==> src/rtl/reg_access_pkg.sv <==
// ============================================================================
// Module      : reg_access_pkg
// Description : Shared FSM state type and slave register addresses for the
//               register-access arbiter.
// Revision    : 1.0 - initial release
// ============================================================================
`default_nettype none

package reg_access_pkg;

    typedef enum logic [1:0] {
        IDLE  = 2'd0,
        ISSUE = 2'd1,
        WAIT  = 2'd2,
        RESP  = 2'd3
    } state_t;

    localparam logic [1:0] ADDR_IDLE = 2'b00;
    localparam logic [1:0] ADDR_REG1 = 2'b01;
    localparam logic [1:0] ADDR_REG2 = 2'b10;
    localparam logic [1:0] ADDR_REG3 = 2'b11;

endpackage

`default_nettype wire

==> src/rtl/rr_arbiter.sv <==
// ============================================================================
// Module      : rr_arbiter
// Description : Combinational round-robin picker: first set request at or
//               above the pointer, wrapping. Pointer state lives in the parent.
// Revision    : 1.0 - initial release
// ============================================================================
`default_nettype none

module rr_arbiter #(
    parameter int NUM_REQ = 2,
    parameter int PTR_W   = $clog2(NUM_REQ)
) (
    input  logic [NUM_REQ-1:0] req_i,
    input  logic [PTR_W-1:0]   ptr_i,
    output logic [NUM_REQ-1:0] grant_o
);

    logic [PTR_W-1:0] w_sel;
    logic             w_found;

    always_comb begin
        grant_o = '0;
        w_found = 1'b0;
        w_sel   = '0;
        for (int k = 0; k < NUM_REQ; k++) begin
            w_sel = PTR_W'((int'(ptr_i) + k) % NUM_REQ);
            if (!w_found && req_i[w_sel]) begin
                grant_o[w_sel] = 1'b1;
                w_found        = 1'b1;
            end
        end
    end

endmodule

`default_nettype wire

==> src/rtl/reg_access_arbiter.sv <==
// ============================================================================
// Module      : reg_access_arbiter
// Description : Round-robin arbiter sharing one register-slave port between
//               NUM_REQ requesters, one transaction in flight at a time.
//               Optional macro REG_ACCESS_ADDR_CHECK_EN rejects illegal
//               accesses without touching the slave.
// Revision    : 1.0 - initial release
// ============================================================================
`default_nettype none

module reg_access_arbiter
    import reg_access_pkg::*;
#(
    parameter int DATA_WIDTH = 32,
    parameter int ADDR_WIDTH = 2,
    parameter int NUM_REQ    = 2
) (
    input  logic                          clk,
    input  logic                          rst,
    input  logic [NUM_REQ-1:0]            reqValid,
    input  logic [NUM_REQ-1:0]            reqWrite,
    input  logic [NUM_REQ*ADDR_WIDTH-1:0] reqAddr,
    input  logic [NUM_REQ*DATA_WIDTH-1:0] reqWdata,
    output logic [NUM_REQ-1:0]            reqReady,
    output logic [NUM_REQ-1:0]            rspValid,
    output logic [DATA_WIDTH-1:0]         rspData,
    output logic                          rspErr,
    output logic [ADDR_WIDTH-1:0]         writeAddress,
    output logic [DATA_WIDTH-1:0]         writeData,
    input  logic                          writeResponse,
    output logic [ADDR_WIDTH-1:0]         readAddress,
    input  logic [DATA_WIDTH-1:0]         readData
);

    localparam int                    c_ptr_w     = $clog2(NUM_REQ);
    localparam logic [ADDR_WIDTH-1:0] c_addr_idle = ADDR_WIDTH'(ADDR_IDLE);

    state_t                  state_q, state_d;
    logic [c_ptr_w-1:0]      ptr_q, ptr_d;
    logic [NUM_REQ-1:0]      winner_q;
    logic                    wr_q;
    logic [ADDR_WIDTH-1:0]   addr_q;
    logic [DATA_WIDTH-1:0]   data_q;
    logic [DATA_WIDTH-1:0]   rsp_data_q;
    logic                    rsp_err_q;

    logic [NUM_REQ-1:0]      w_grant;
    logic [c_ptr_w-1:0]      w_win_idx;
    logic                    w_any;
    logic                    w_sel_wr;
    logic [ADDR_WIDTH-1:0]   w_sel_addr;
    logic [DATA_WIDTH-1:0]   w_sel_data;
    logic                    w_legal;

    rr_arbiter #(
        .NUM_REQ (NUM_REQ),
        .PTR_W   (c_ptr_w)
    ) u_rr (
        .req_i   (reqValid),
        .ptr_i   (ptr_q),
        .grant_o (w_grant)
    );

    assign w_any = |reqValid;

    always_comb begin
        w_win_idx = '0;
        for (int i = 0; i < NUM_REQ; i++) begin
            if (w_grant[i]) begin
                w_win_idx = c_ptr_w'(i);
            end
        end
    end

    assign w_sel_wr   = reqWrite[w_win_idx];
    assign w_sel_addr = reqAddr[int'(w_win_idx)*ADDR_WIDTH +: ADDR_WIDTH];
    assign w_sel_data = reqWdata[int'(w_win_idx)*DATA_WIDTH +: DATA_WIDTH];
    assign ptr_d      = (w_win_idx == c_ptr_w'(NUM_REQ - 1)) ? '0
                                                             : w_win_idx + c_ptr_w'(1);

`ifdef REG_ACCESS_ADDR_CHECK_EN
    localparam logic [ADDR_WIDTH-1:0] c_addr_reg1 = ADDR_WIDTH'(ADDR_REG1);
    localparam logic [ADDR_WIDTH-1:0] c_addr_reg2 = ADDR_WIDTH'(ADDR_REG2);
    localparam logic [ADDR_WIDTH-1:0] c_addr_reg3 = ADDR_WIDTH'(ADDR_REG3);

    assign w_legal = w_sel_wr ? ((w_sel_addr == c_addr_reg2) || (w_sel_addr == c_addr_reg3))
                              : (w_sel_addr == c_addr_reg1);
`else
    assign w_legal = 1'b1;
`endif

    always_ff @(posedge clk or posedge rst) begin
        if (rst) begin
            state_q <= IDLE;
        end else begin
            state_q <= state_d;
        end
    end

    always_comb begin
        state_d = state_q;
        case (state_q)
            IDLE:    if (w_any) state_d = w_legal ? ISSUE : RESP;
            ISSUE:   state_d = WAIT;
            WAIT:    state_d = RESP;
            RESP:    state_d = IDLE;
            default: state_d = IDLE;
        endcase
    end

    // reqReady is gated by rst so a requester held valid through reset is not accepted early
    always_comb begin
        reqReady     = '0;
        rspValid     = '0;
        writeAddress = c_addr_idle;
        writeData    = '0;
        readAddress  = c_addr_idle;
        case (state_q)
            IDLE: begin
                if (!rst) reqReady = w_grant;
            end
            ISSUE: begin
                if (wr_q) begin
                    writeAddress = addr_q;
                    writeData    = data_q;
                end else begin
                    readAddress  = addr_q;
                end
            end
            RESP:    rspValid = winner_q;
            default: ;
        endcase
    end

    always_ff @(posedge clk or posedge rst) begin
        if (rst) begin
            ptr_q      <= '0;
            winner_q   <= '0;
            wr_q       <= 1'b0;
            addr_q     <= '0;
            data_q     <= '0;
            rsp_data_q <= '0;
            rsp_err_q  <= 1'b0;
        end else begin
            if (state_q == IDLE && w_any) begin
                ptr_q    <= ptr_d;
                winner_q <= w_grant;
                wr_q     <= w_sel_wr;
                addr_q   <= w_sel_addr;
                data_q   <= w_sel_data;
                if (!w_legal) begin
                    rsp_data_q <= '0;
                    rsp_err_q  <= 1'b1;
                end
            end
            if (state_q == WAIT) begin
                rsp_data_q <= wr_q ? '0 : readData;
                rsp_err_q  <= wr_q & ~writeResponse;
            end
        end
    end

    assign rspData = rsp_data_q;
    assign rspErr  = rsp_err_q;

endmodule

`default_nettype wire

==> config.mk <==
export PLATFORM = sky130hd
export DESIGN_NAME = reg_access_arbiter
export DESIGN_NICKNAME = d
export VERILOG_FILES = /design/src/rtl/reg_access_pkg.sv /design/src/rtl/rr_arbiter.sv /design/src/rtl/reg_access_arbiter.sv
export SDC_FILE = /design/constraint.sdc
export NUM_CORES = 1
export LEC_CHECK = 0
export CORE_UTILIZATION = 41
export CTS_BUF_LIST = sky130_fd_sc_hd__clkbuf_8
export DETAILED_ROUTE_END_ITERATION = 6
export GPL_ROUTABILITY_DRIVEN = 0
export PLACE_DENSITY = 0.91
export SLEW_MARGIN = 10
export SYNTH_ARGS = -nofsm -noshare
export SYNTH_HDL_FRONTEND = slang
export SYNTH_SLANG_ARGS = --single-unit
==> constraint.sdc <==
create_clock -name clk -period 4.2 [get_ports clk]
set_input_delay 0.84 -clock clk [delete_from_list [all_inputs] [get_ports clk]]
set_output_delay 0.84 -clock clk [all_outputs]
set_load 0.02 [all_outputs]
==> results.sh, run 1 <==
export IMPL_fin_ws_ps=822.6
export IMPL_dp_hpwl_mm=7.500
export IMPL_clkTransAtPathRegs_ps=70
export IMPL_synthesis_nets=526
export IMPL_remaining_drc_errors=0
export IMPL_grt_start_max_net_pins=74
export IMPL_cp_end_kind="output pin"
export IMPL_pin_count=180
export IMPL_final_cell_mix="clkdlybuf4s50_1 (178), dfrtp_1 (73), o21ai_0 (55)"
export IMPL_cts_sinks=73
export IMPL_post_cts_buffers=0
export IMPL_power_density_nw_per_um2=684.0
export IMPL_grt_first_pass_wirelength_mm=17.05
export IMPL_grt_pass1_vias=3594
export IMPL_vias_per_cell=5.322
export IMPL_hold_violations=0
export IMPL_ys_types=23
export IMPL_drtIter0Drc=148
export IMPL_syn_inst=415
export IMPL_wl_met2_mm=5.346
export IMPL_grt_remaining_overflow=0
export IMPL_n_fill_cell=647
export IMPL_area_growth_pct=56.37
export IMPL_top_layer_used="met4"
export IMPL_critical_path_max_fanout=6
export IMPL_p_leak_nw=2.376
export IMPL_final_common_cell="clkdlybuf4s50_1"
export IMPL_start_util_pct=42.85
export IMPL_multi_input_area_um2=1405
export IMPL_antenna_found_initial=0
export IMPL_placementRows=33
export IMPL_cts_path_max_buffers=2
export IMPL_ctsHoldBuffers=0
export IMPL_totalWireLength_mm=10.79
export IMPL_peakVddDrop_mv=0.3123
export IMPL_htree_levels=3
export IMPL_wl_met3_um=990
export IMPL_fp_dieW_um=95.13
export IMPL_vias=3635
export IMPL_ys_seq_area_share_pct=51.37
export IMPL_finalSetupViolCount=0
export IMPL_seqCellArea_um2=1827
export IMPL_die_area_um2=9050
export IMPL_status="complete, no violations"
export IMPL_cp_cell_sequence="clkdlybuf4s50_1 > nand2b_1 > nand2_1 > nor3_1 > clkdlybuf4s50_1"
export IMPL_drtAntennaViolNets=0
export IMPL_tightest_slew_ps=1167
export IMPL_period_minus_slack_ps=3377
export IMPL_avgSynthCellArea_um2=8.568
export IMPL_cts_tree="built"
export IMPL_synth_seq_cells=73
export IMPL_slowest_stage="clkdlybuf4s50_1"
export IMPL_nNetsFinal=685
export IMPL_firstDrtPassIters=5
export IMPL_power_mw=3.803
export IMPL_crit_path_start_kind="primary input"
export IMPL_crit_type="primary input to output pin"
export IMPL_max_freq_mhz=296.1
export IMPL_clkLatencyLatePin_ps=330
export IMPL_synth_area_um2=3556
export IMPL_finalClockSkew_ps=14.60
export IMPL_wl_met1_mm=4.220
export IMPL_port_buffers=179
export IMPL_slew_violations=0
export IMPL_numCtsBuffers=9
export IMPL_n_antenna_cell=0
export IMPL_grt_usage_pct=24.38
export IMPL_wl_per_cell_um=15.79
export IMPL_final_util_pct=67.00
export IMPL_core_area_um2=8299
export IMPL_ys_warn_count=0
export IMPL_cpPeakStageDelay_ps=640
export IMPL_required_ps=3360
export IMPL_cts_resized=0
export IMPL_cp_common_cell="clkdlybuf4s50_1"
export IMPL_maxCapViolCount=0
export IMPL_cts_root_buffer="clkbuf_8"
export IMPL_tns_ps=0
export IMPL_relSlewSlack_pct=21.86
export IMPL_cp_arrival_ps=2540
export IMPL_hp_class="register to register"
export IMPL_die_h_um=95.13
export IMPL_drive_gt1_share_pct=4.671
export IMPL_post_route_period_util_pct=80.41
export IMPL_pre_cts_ws_ps=851.2
export IMPL_rsz0062_at_grt="no"
[cell type report]
class / instances / share of cell area [%]
clock buffers: 10 / 2.475
multi-input cells: 267 / 25.27
clock inverters: 5 / 1.463
inverters: 37 / 2.498
repair buffers: 186 / 33.08
well taps: 105 / 2.363
flip-flops and latches: 73 / 32.85
[logic make-up (layout without fill, tap and decap cells)]
group                      Yosys count  in the layout  synth area share [%]
DFF                                 73             73                 51.37
buffers and inverters               75            238                 9.500
adders and majority gates            4              4                 1.408
muxes                                1              1                0.3167
and+or+nand+nor                    117            117                 15.55
AOI/OAI and AO/OA                  145            145                 21.85
[critical path, delay by kind of cell]
family | cells | cell delay [ps]
buf+inv | 2 | 1190
simple gates | 3 | 500
[routing by layer]
metal,GRT usage [%],vias up
li1,-,1724
met1,30.48,1689
met2,40.77,199
met3,5.263,23
met4,9.975,0
met5,0,-
[worst paths after layout]
path / from / to / slack (ps) / cells past startpoint
min in group asynchronous: rst / data_q[17] / 1150 / 3
min reg2reg: ptr_q / ptr_q / 520 / 1
max in group asynchronous: rst / data_q[8] / 2460 / 3
max reg2reg: wr_q / rspData[31] / 1920 / 3
min: ptr_q / ptr_q / 520 / 1
max: reqValid[0] / reqReady[1] / 820 / 5
[synthesized netlist by cell type, drive strengths merged]
cell	count	area [um^2]
o21a	1	7.510
mux2	1	11.26
and3	35	219.0
buf	23	142.6
nand2b	1	6.260
o21ai	69	345.3
nor3	1	5.000
dfrtp	73	1827
o22ai	1	6.260
inv	37	138.9
and2b	1	8.760
nand2	36	135.1
nor2b	1	6.260
a21oi	36	180.2
ha	4	50.05
clkbuf	15	56.30
a31oi	38	237.7
and3b	2	17.52
and2	2	12.51
nor2	38	142.6
[where the power goes]
group / switching (mW) / internal [mW]
clock: 0.252 / 0.348
sequential: 0.232 / 1.04
combinational: 1.06 / 0.868
[sequential cells by signal, summed over array words and instances (netlist names)]
register  cells
ptr_q         1
rspErr        1
data_q       32
rspData      32
wr_q          1
addr_q        2
winner_q      2
state_q       2
[through the flow]
step	hold WS [ps]	area, um^2	cells
5_1_grt	525.9	5560	683
3_5_place_dp	499.6	5341	668
2_1_floorplan	441.0	3556	415
4_1_cts	517.7	5560	683
6_report	515.8	5560	683
3_3_place_gp	479.9	5341	668
No activity file was read; power rests on OpenSTA's default activity.
==> inputs of run 2 (changes only) <==
- CORE_UTILIZATION: 41 -> 37
- PLACE_DENSITY: 0.91 -> 0.87
- clock period: 4.2 -> 2.9 ns (I/O delays scaled with it)
==> run 2 against run 1 <==
- clock power up 60%
- via count about the same
- worst hold slack about the same
- clock skew down 3.0 ps
- sequential power up 39%
==> results.sh, run 2 (synthesized netlist as in run 1, its figures left out) <==
export IMPL_p_leak_nw=2.407
export IMPL_final_util_pct=60.90
export IMPL_area_growth_pct=59.01
export IMPL_cts_resized=0
export IMPL_relSlewSlack_pct=35.86
export IMPL_n_antenna_cell=0
export IMPL_holdWs_ps=515.8
export IMPL_antenna_found_initial=0
export IMPL_critical_path_max_fanout=8
export IMPL_remaining_drc_errors=0
export IMPL_nNetsFinal=690
export IMPL_fp_dieW_um=100.0
export IMPL_tightest_slew_ps=961.0
export IMPL_grt_pass1_vias=3561
export IMPL_rsz0062_at_grt="no"
export IMPL_max_freq_mhz=363.0
export IMPL_drtIter0Drc=157
export IMPL_tns_ps=0
export IMPL_drive_gt1_share_pct=5.822
export IMPL_status="complete, no violations"
export IMPL_clkTransAtPathRegs_ps=80
export IMPL_drtAntennaViolNets=0
export IMPL_clkLatencyLatePin_ps=340
export IMPL_dp_hpwl_mm=7.623
export IMPL_vias_per_cell=5.101
export IMPL_die_area_um2=10010
export IMPL_crit_path_start_kind="register"
export IMPL_grt_usage_pct=21.74
export IMPL_totalWireLength_mm=10.90
export IMPL_seqCellArea_um2=1827
export IMPL_grt_remaining_overflow=0
export IMPL_finalClockSkew_ps=11.60
export IMPL_final_common_cell="clkdlybuf4s50_1"
export IMPL_cp_end_kind="output pin"
export IMPL_final_cell_mix="clkdlybuf4s50_1 (178), dfrtp_1 (73), o21ai_0 (55)"
export IMPL_die_h_um=100.0
export IMPL_slowest_stage="clkdlybuf4s50_1"
export IMPL_start_util_pct=38.30
export IMPL_n_fill_cell=795
export IMPL_firstDrtPassIters=5
export IMPL_htree_levels=3
export IMPL_period_minus_slack_ps=2754
export IMPL_maxCapViolCount=0
export IMPL_hold_violations=0
export IMPL_hp_class="register to register"
export IMPL_power_density_nw_per_um2=994.3
export IMPL_crit_family="buffers and inverters"
export IMPL_grt_start_max_net_pins=74
export IMPL_path_buf_inv=2
export IMPL_ctsHoldBuffers=0
export IMPL_fin_area_um2=5654
export IMPL_cts_root_buffer="clkbuf_8"
export IMPL_post_cts_buffers=0
export IMPL_slew_violations=0
export IMPL_numCtsBuffers=9
export IMPL_cpPeakStageDelay_ps=610
export IMPL_crit_type="register to output pin"
export IMPL_pin_count=180
export IMPL_finalSetupViolCount=0
export IMPL_cts_sinks=73
export IMPL_vias=3637
export IMPL_post_route_period_util_pct=94.98
export IMPL_cp_cell_sequence="inv_1 > ha_1 > o21a_1 > and3_1 > clkdlybuf4s50_1"
export IMPL_cp_arrival_ps=2170
export IMPL_placed_area_um2=5413
export IMPL_core_area_um2=9284
export IMPL_wl_per_cell_um=15.29
export IMPL_multi_input_area_um2=1405
export IMPL_grt_first_pass_wirelength_mm=17.20
export IMPL_cts_tree="built"
export IMPL_required_ps=2320
export IMPL_port_buffers=179
export IMPL_placementRows=35
export IMPL_cts_path_max_buffers=2
export IMPL_peakVddDrop_mv=0.3635
==> run 2: changes by cell type in the layout (fill, tap and decap cells not counted), sizes merged <==
| cell | delta |
|---|---|
| bufinv | +1 |
| clkinv | +1 |
| clkinvlp | +1 |
| clkbuf | -1 |
| inv | -1 |
| buf | +5 |
==> run 2: final cells by class <==
class / instances / share of cell area (%)
Multi-Input combinational cell: 267 / 24.85
Timing Repair Buffer: 191 / 33.19
Clock buffer: 9 / 2.191
Inverter: 37 / 2.523
Clock inverter: 7 / 2.080
Tap cell: 129 / 2.855
Sequential cell: 73 / 32.31
==> run 2: path summary, 6_finish.rpt <==
check,endpoint,cells after the start,startpoint,slack [ps]
setup reg to reg,rspData[16],7,state_q[0],1140
hold / removal,rspData[24],2,rspData[24],520
max in group asynchronous,rspData[11],3,rst,1390
min in group asynchronous,data_q[15],3,rst,920
hold reg to reg,rspData[24],2,rspData[24],520
setup / recovery,reqReady[0],5,state_q[0],150
==> run 2: stage by stage <==
stage	instances	setup slack, ps	power, mW
after floorplan	415	240.3	3.445
after global placement	697	252.4	4.582
after detailed placement	697	195.2	4.703
after CTS	713	121.2	5.686
after global routing	713	56.71	6.016
final	713	145.5	5.622
==> run 2: per-layer routing <==
metal / track usage [%] / wire length (um) / up-vias
li1: - / - / 1735
met5: 0 / 0 / -
met3: 4.109 / 692 / 18
met2: 37.98 / 5510 / 162
met4: 8.807 / 186 / 0
met1: 26.49 / 4515 / 1722
==> run 2: worst reg2reg max path: cells and delay by family (launching register included) <==
family | cells | cell delay [ps]
buf+inv | 3 | 700
flops | 1 | 410
fa+ha+maj | 1 | 150
compound gates | 1 | 100
simple gates | 2 | 310
==> run 2: power by group <==
group          internal [mW]  switching (mW)
combinational           1.28            1.60
sequential              1.51           0.262
clock                  0.573           0.388
total                   3.37            2.25
==> inputs of run 3 (changes only) <==
- ABC_AREA: unset -> 1
- CORE_UTILIZATION: 37 -> 39
- PLACE_DENSITY: 0.87 -> 0.88
==> run 3 against run 2 <==
- cell count increased by 20%
- via count rose by 8.9%
- first-iteration DRC count shrank 34%
- area after synthesis is 9.7% higher
- critical endpoint is now reqReady[1]
- power is 7.7% lower
- clock power down 10%
- synthesized cell count up 33%
- register-to-register slack better by 60 ps
- routed wire length rose by 1.2%
- cell area up 6.3%
- clock skew fell by 6.2 ps
- worst setup slack improved by 18 ps
==> results.sh, run 3 <==
export IMPL_area_growth_pct=54.06
export IMPL_core_area_um2=9729
export IMPL_drive_gt1_share_pct=4.408
export IMPL_hold_depth=2
export IMPL_period_minus_slack_ps=2736
export IMPL_syn_inst=552
export IMPL_drtAntennaViolNets=0
export IMPL_maxCapViolCount=0
export IMPL_crit_family="buffers and inverters"
export IMPL_yosysTopAreaCell="dfrtp_1"
export IMPL_remaining_drc_errors=0
export IMPL_crit_path_start_kind="primary input"
export IMPL_max_freq_mhz=365.4
export IMPL_synth_seq_cells=73
export IMPL_htree_levels=3
export IMPL_totalWireLength_mm=11.04
export IMPL_grt_first_pass_wirelength_mm=17.17
export IMPL_cp_cell_sequence="clkdlybuf4s50_1 > nand2_2 > nand2_4 > nand2_1 > nor2_1 > clkdlybuf4s50_1"
export IMPL_cp_end_kind="output pin"
export IMPL_r2r_setup_slack_ps=1200
export IMPL_synth_area_um2=3902
export IMPL_cts_resized=0
export IMPL_post_cts_buffers=0
export IMPL_finalSetupViolCount=0
export IMPL_avgSynthCellArea_um2=7.070
export IMPL_cts_path_max_buffers=2
export IMPL_dp_hpwl_mm=8.370
export IMPL_post_route_period_util_pct=94.36
export IMPL_pre_cts_ws_ps=156.5
export IMPL_placementRows=36
export IMPL_final_cell_mix="clkdlybuf4s50_1 (178), inv_1 (145), nand2_1 (117)"
export IMPL_grt_pass1_vias=3878
export IMPL_p_leak_nw=3.071
export IMPL_hold_violations=0
export IMPL_n_antenna_cell=0
export IMPL_antenna_found_initial=0
export IMPL_reg2reg_depth=6
export IMPL_rsz0062_at_grt="no"
export IMPL_clkTransAtPathRegs_ps=70
export IMPL_fin_cells=859
export IMPL_drtIter0Drc=104
export IMPL_tns_ps=0
export IMPL_synthMostInstantiatedCell="inv_1"
export IMPL_synth_edf_count=0
export IMPL_wl_per_cell_um=12.85
export IMPL_dp_cells=844
export IMPL_pin_count=180
export IMPL_status="complete, no violations"
export IMPL_peakVddDrop_mv=0.3980
export IMPL_cts_tree="built"
export IMPL_port_buffers=179
export IMPL_cts_sinks=73
export IMPL_cp_common_cell="clkdlybuf4s50_1"
export IMPL_r2r_start="state_q[0]"
export IMPL_synth_top_area_share_pct=46.81
export IMPL_grt_start_max_net_pins=65
export IMPL_vias_per_cell=4.612
export IMPL_power_mw=5.190
export IMPL_critical_path_max_fanout=4
export IMPL_grt_usage_pct=21.30
export IMPL_hp_start="addr_q[0]"
export IMPL_n_fill_cell=849
export IMPL_die_area_um2=10410
export IMPL_synthArstFlopShare_pct=100.0
export IMPL_vias=3962
export IMPL_synth_flop_cell="dfrtp_1"
export IMPL_ys_types=19
export IMPL_clkLatencyLatePin_ps=340
export IMPL_final_common_cell="clkdlybuf4s50_1"
export IMPL_fin_ws_ps=163.5
export IMPL_relSlewSlack_pct=38.97
export IMPL_required_ps=2320
export IMPL_slowest_stage="clkdlybuf4s50_1"
export IMPL_die_h_um=102.0
export IMPL_slew_violations=0
export IMPL_synth_area_leaders="dfrtp_1 (47%), inv_1 (14%), nand3_1 (13%)"
export IMPL_nNetsFinal=833
export IMPL_numCtsBuffers=9
export IMPL_crit_type="primary input to output pin"
export IMPL_firstDrtPassIters=4
export IMPL_fp_dieW_um=102.0
export IMPL_finalClockSkew_ps=5.354
export IMPL_path_buf_inv=2
export IMPL_cts_root_buffer="clkbuf_8"
export IMPL_hold_path_endpoint="addr_q[0]"
export IMPL_power_density_nw_per_um2=863.3
export IMPL_synthesis_nets=663
export IMPL_hp_class="register to register"
export IMPL_ys_warn_count=0
export IMPL_synth_common_cells="inv_1 (146), nand2_1 (117), nand3_1 (103)"
export IMPL_ctsHoldBuffers=0
export IMPL_cpPeakStageDelay_ps=610
export IMPL_final_util_pct=61.79
export IMPL_grt_remaining_overflow=0
export IMPL_start_util_pct=40.11
export IMPL_r2r_end="data_q[26]"
export IMPL_tightest_slew_ps=914.4
export IMPL_ys_seq_area_share_pct=46.81
export IMPL_cp_arrival_ps=2160
-- run 3: changes by cell type after synthesis, sizes merged, moves of 2 or more --
| cell | change |
|---|---|
| a31oi | -38 |
| and2 | -2 |
| o21ai | -35 |
| nand3 | +103 |
| a21oi | -35 |
| and3 | -35 |
| buf | -4 |
| nand2 | +84 |
| clkbuf | -5 |
| and3b | -2 |
| inv | +110 |
-- run 3: kinds of logic (layout without fill, tap and decap cells) --
group	count (synthesis)	count (layout)	synth area share, %
and+or+nand+nor	263	263	29.08
buffers and inverters	176	350	18.08
DFF	73	73	46.81
AOI/OAI and AO/OA	36	36	4.745
adders and majority gates	4	4	1.283
-- run 3: tightest hold or removal path, delay by kind of cell, from the launching register on --
kind / cells / cell delay, ps
simple gates: 2 / 100
flops: 1 / 350
-- run 3: per-stage QoR --
stage          hold slack, ps  instance area [um^2]
3_3_place_gp            461.7                  5794
4_1_cts                 478.7                  6012
5_1_grt                 506.7                  6012
6_report                481.7                  6012
2_1_floorplan           441.7                  3902
3_5_place_dp            460.1                  5794
-- run 3: report_power, final --
group	switching [mW]	total, mW	internal [mW]	leakage [nW]
combinational	1.51	2.56	1.05	2.05
clock	0.360	0.862	0.501	0.104
sequential	0.277	1.77	1.49	0.912
total	2.14	5.19	3.05	3.07
-- run 3: area by class of cell --
| cell class | instances | area, um^2 | share of cell area (%) |
|---|---|---|---|
| inverters | 147 | 551.8 | 9.178 |
| well taps | 133 | 166.4 | 2.768 |
| multi-input cells | 303 | 1380 | 22.96 |
| clock buffers | 10 | 137.6 | 2.289 |
| clock inverters | 5 | 80.08 | 1.332 |
| repair buffers | 188 | 1869 | 31.09 |
| flip-flops and latches | 73 | 1827 | 30.38 |
-- run 3: metal layers --
metal	track usage (%)	wire, um
met1	24.06	4617
met2	37.12	5226
met3	4.925	899
met4	11.87	297
met5	0	0
-- run 3: worst max-delay path by stage --
stage	startpoint	to	slack (ps)	cells past startpoint
floorplan	rst	addr_q[0]	470	1
global placement	reqValid[1]	reqReady[1]	190	6
detailed placement	reqValid[1]	reqReady[1]	160	6
CTS	reqValid[1]	reqReady[1]	160	6
global route	reqValid[1]	reqReady[1]	60	6
finish	reqValid[1]	reqReady[1]	160	6
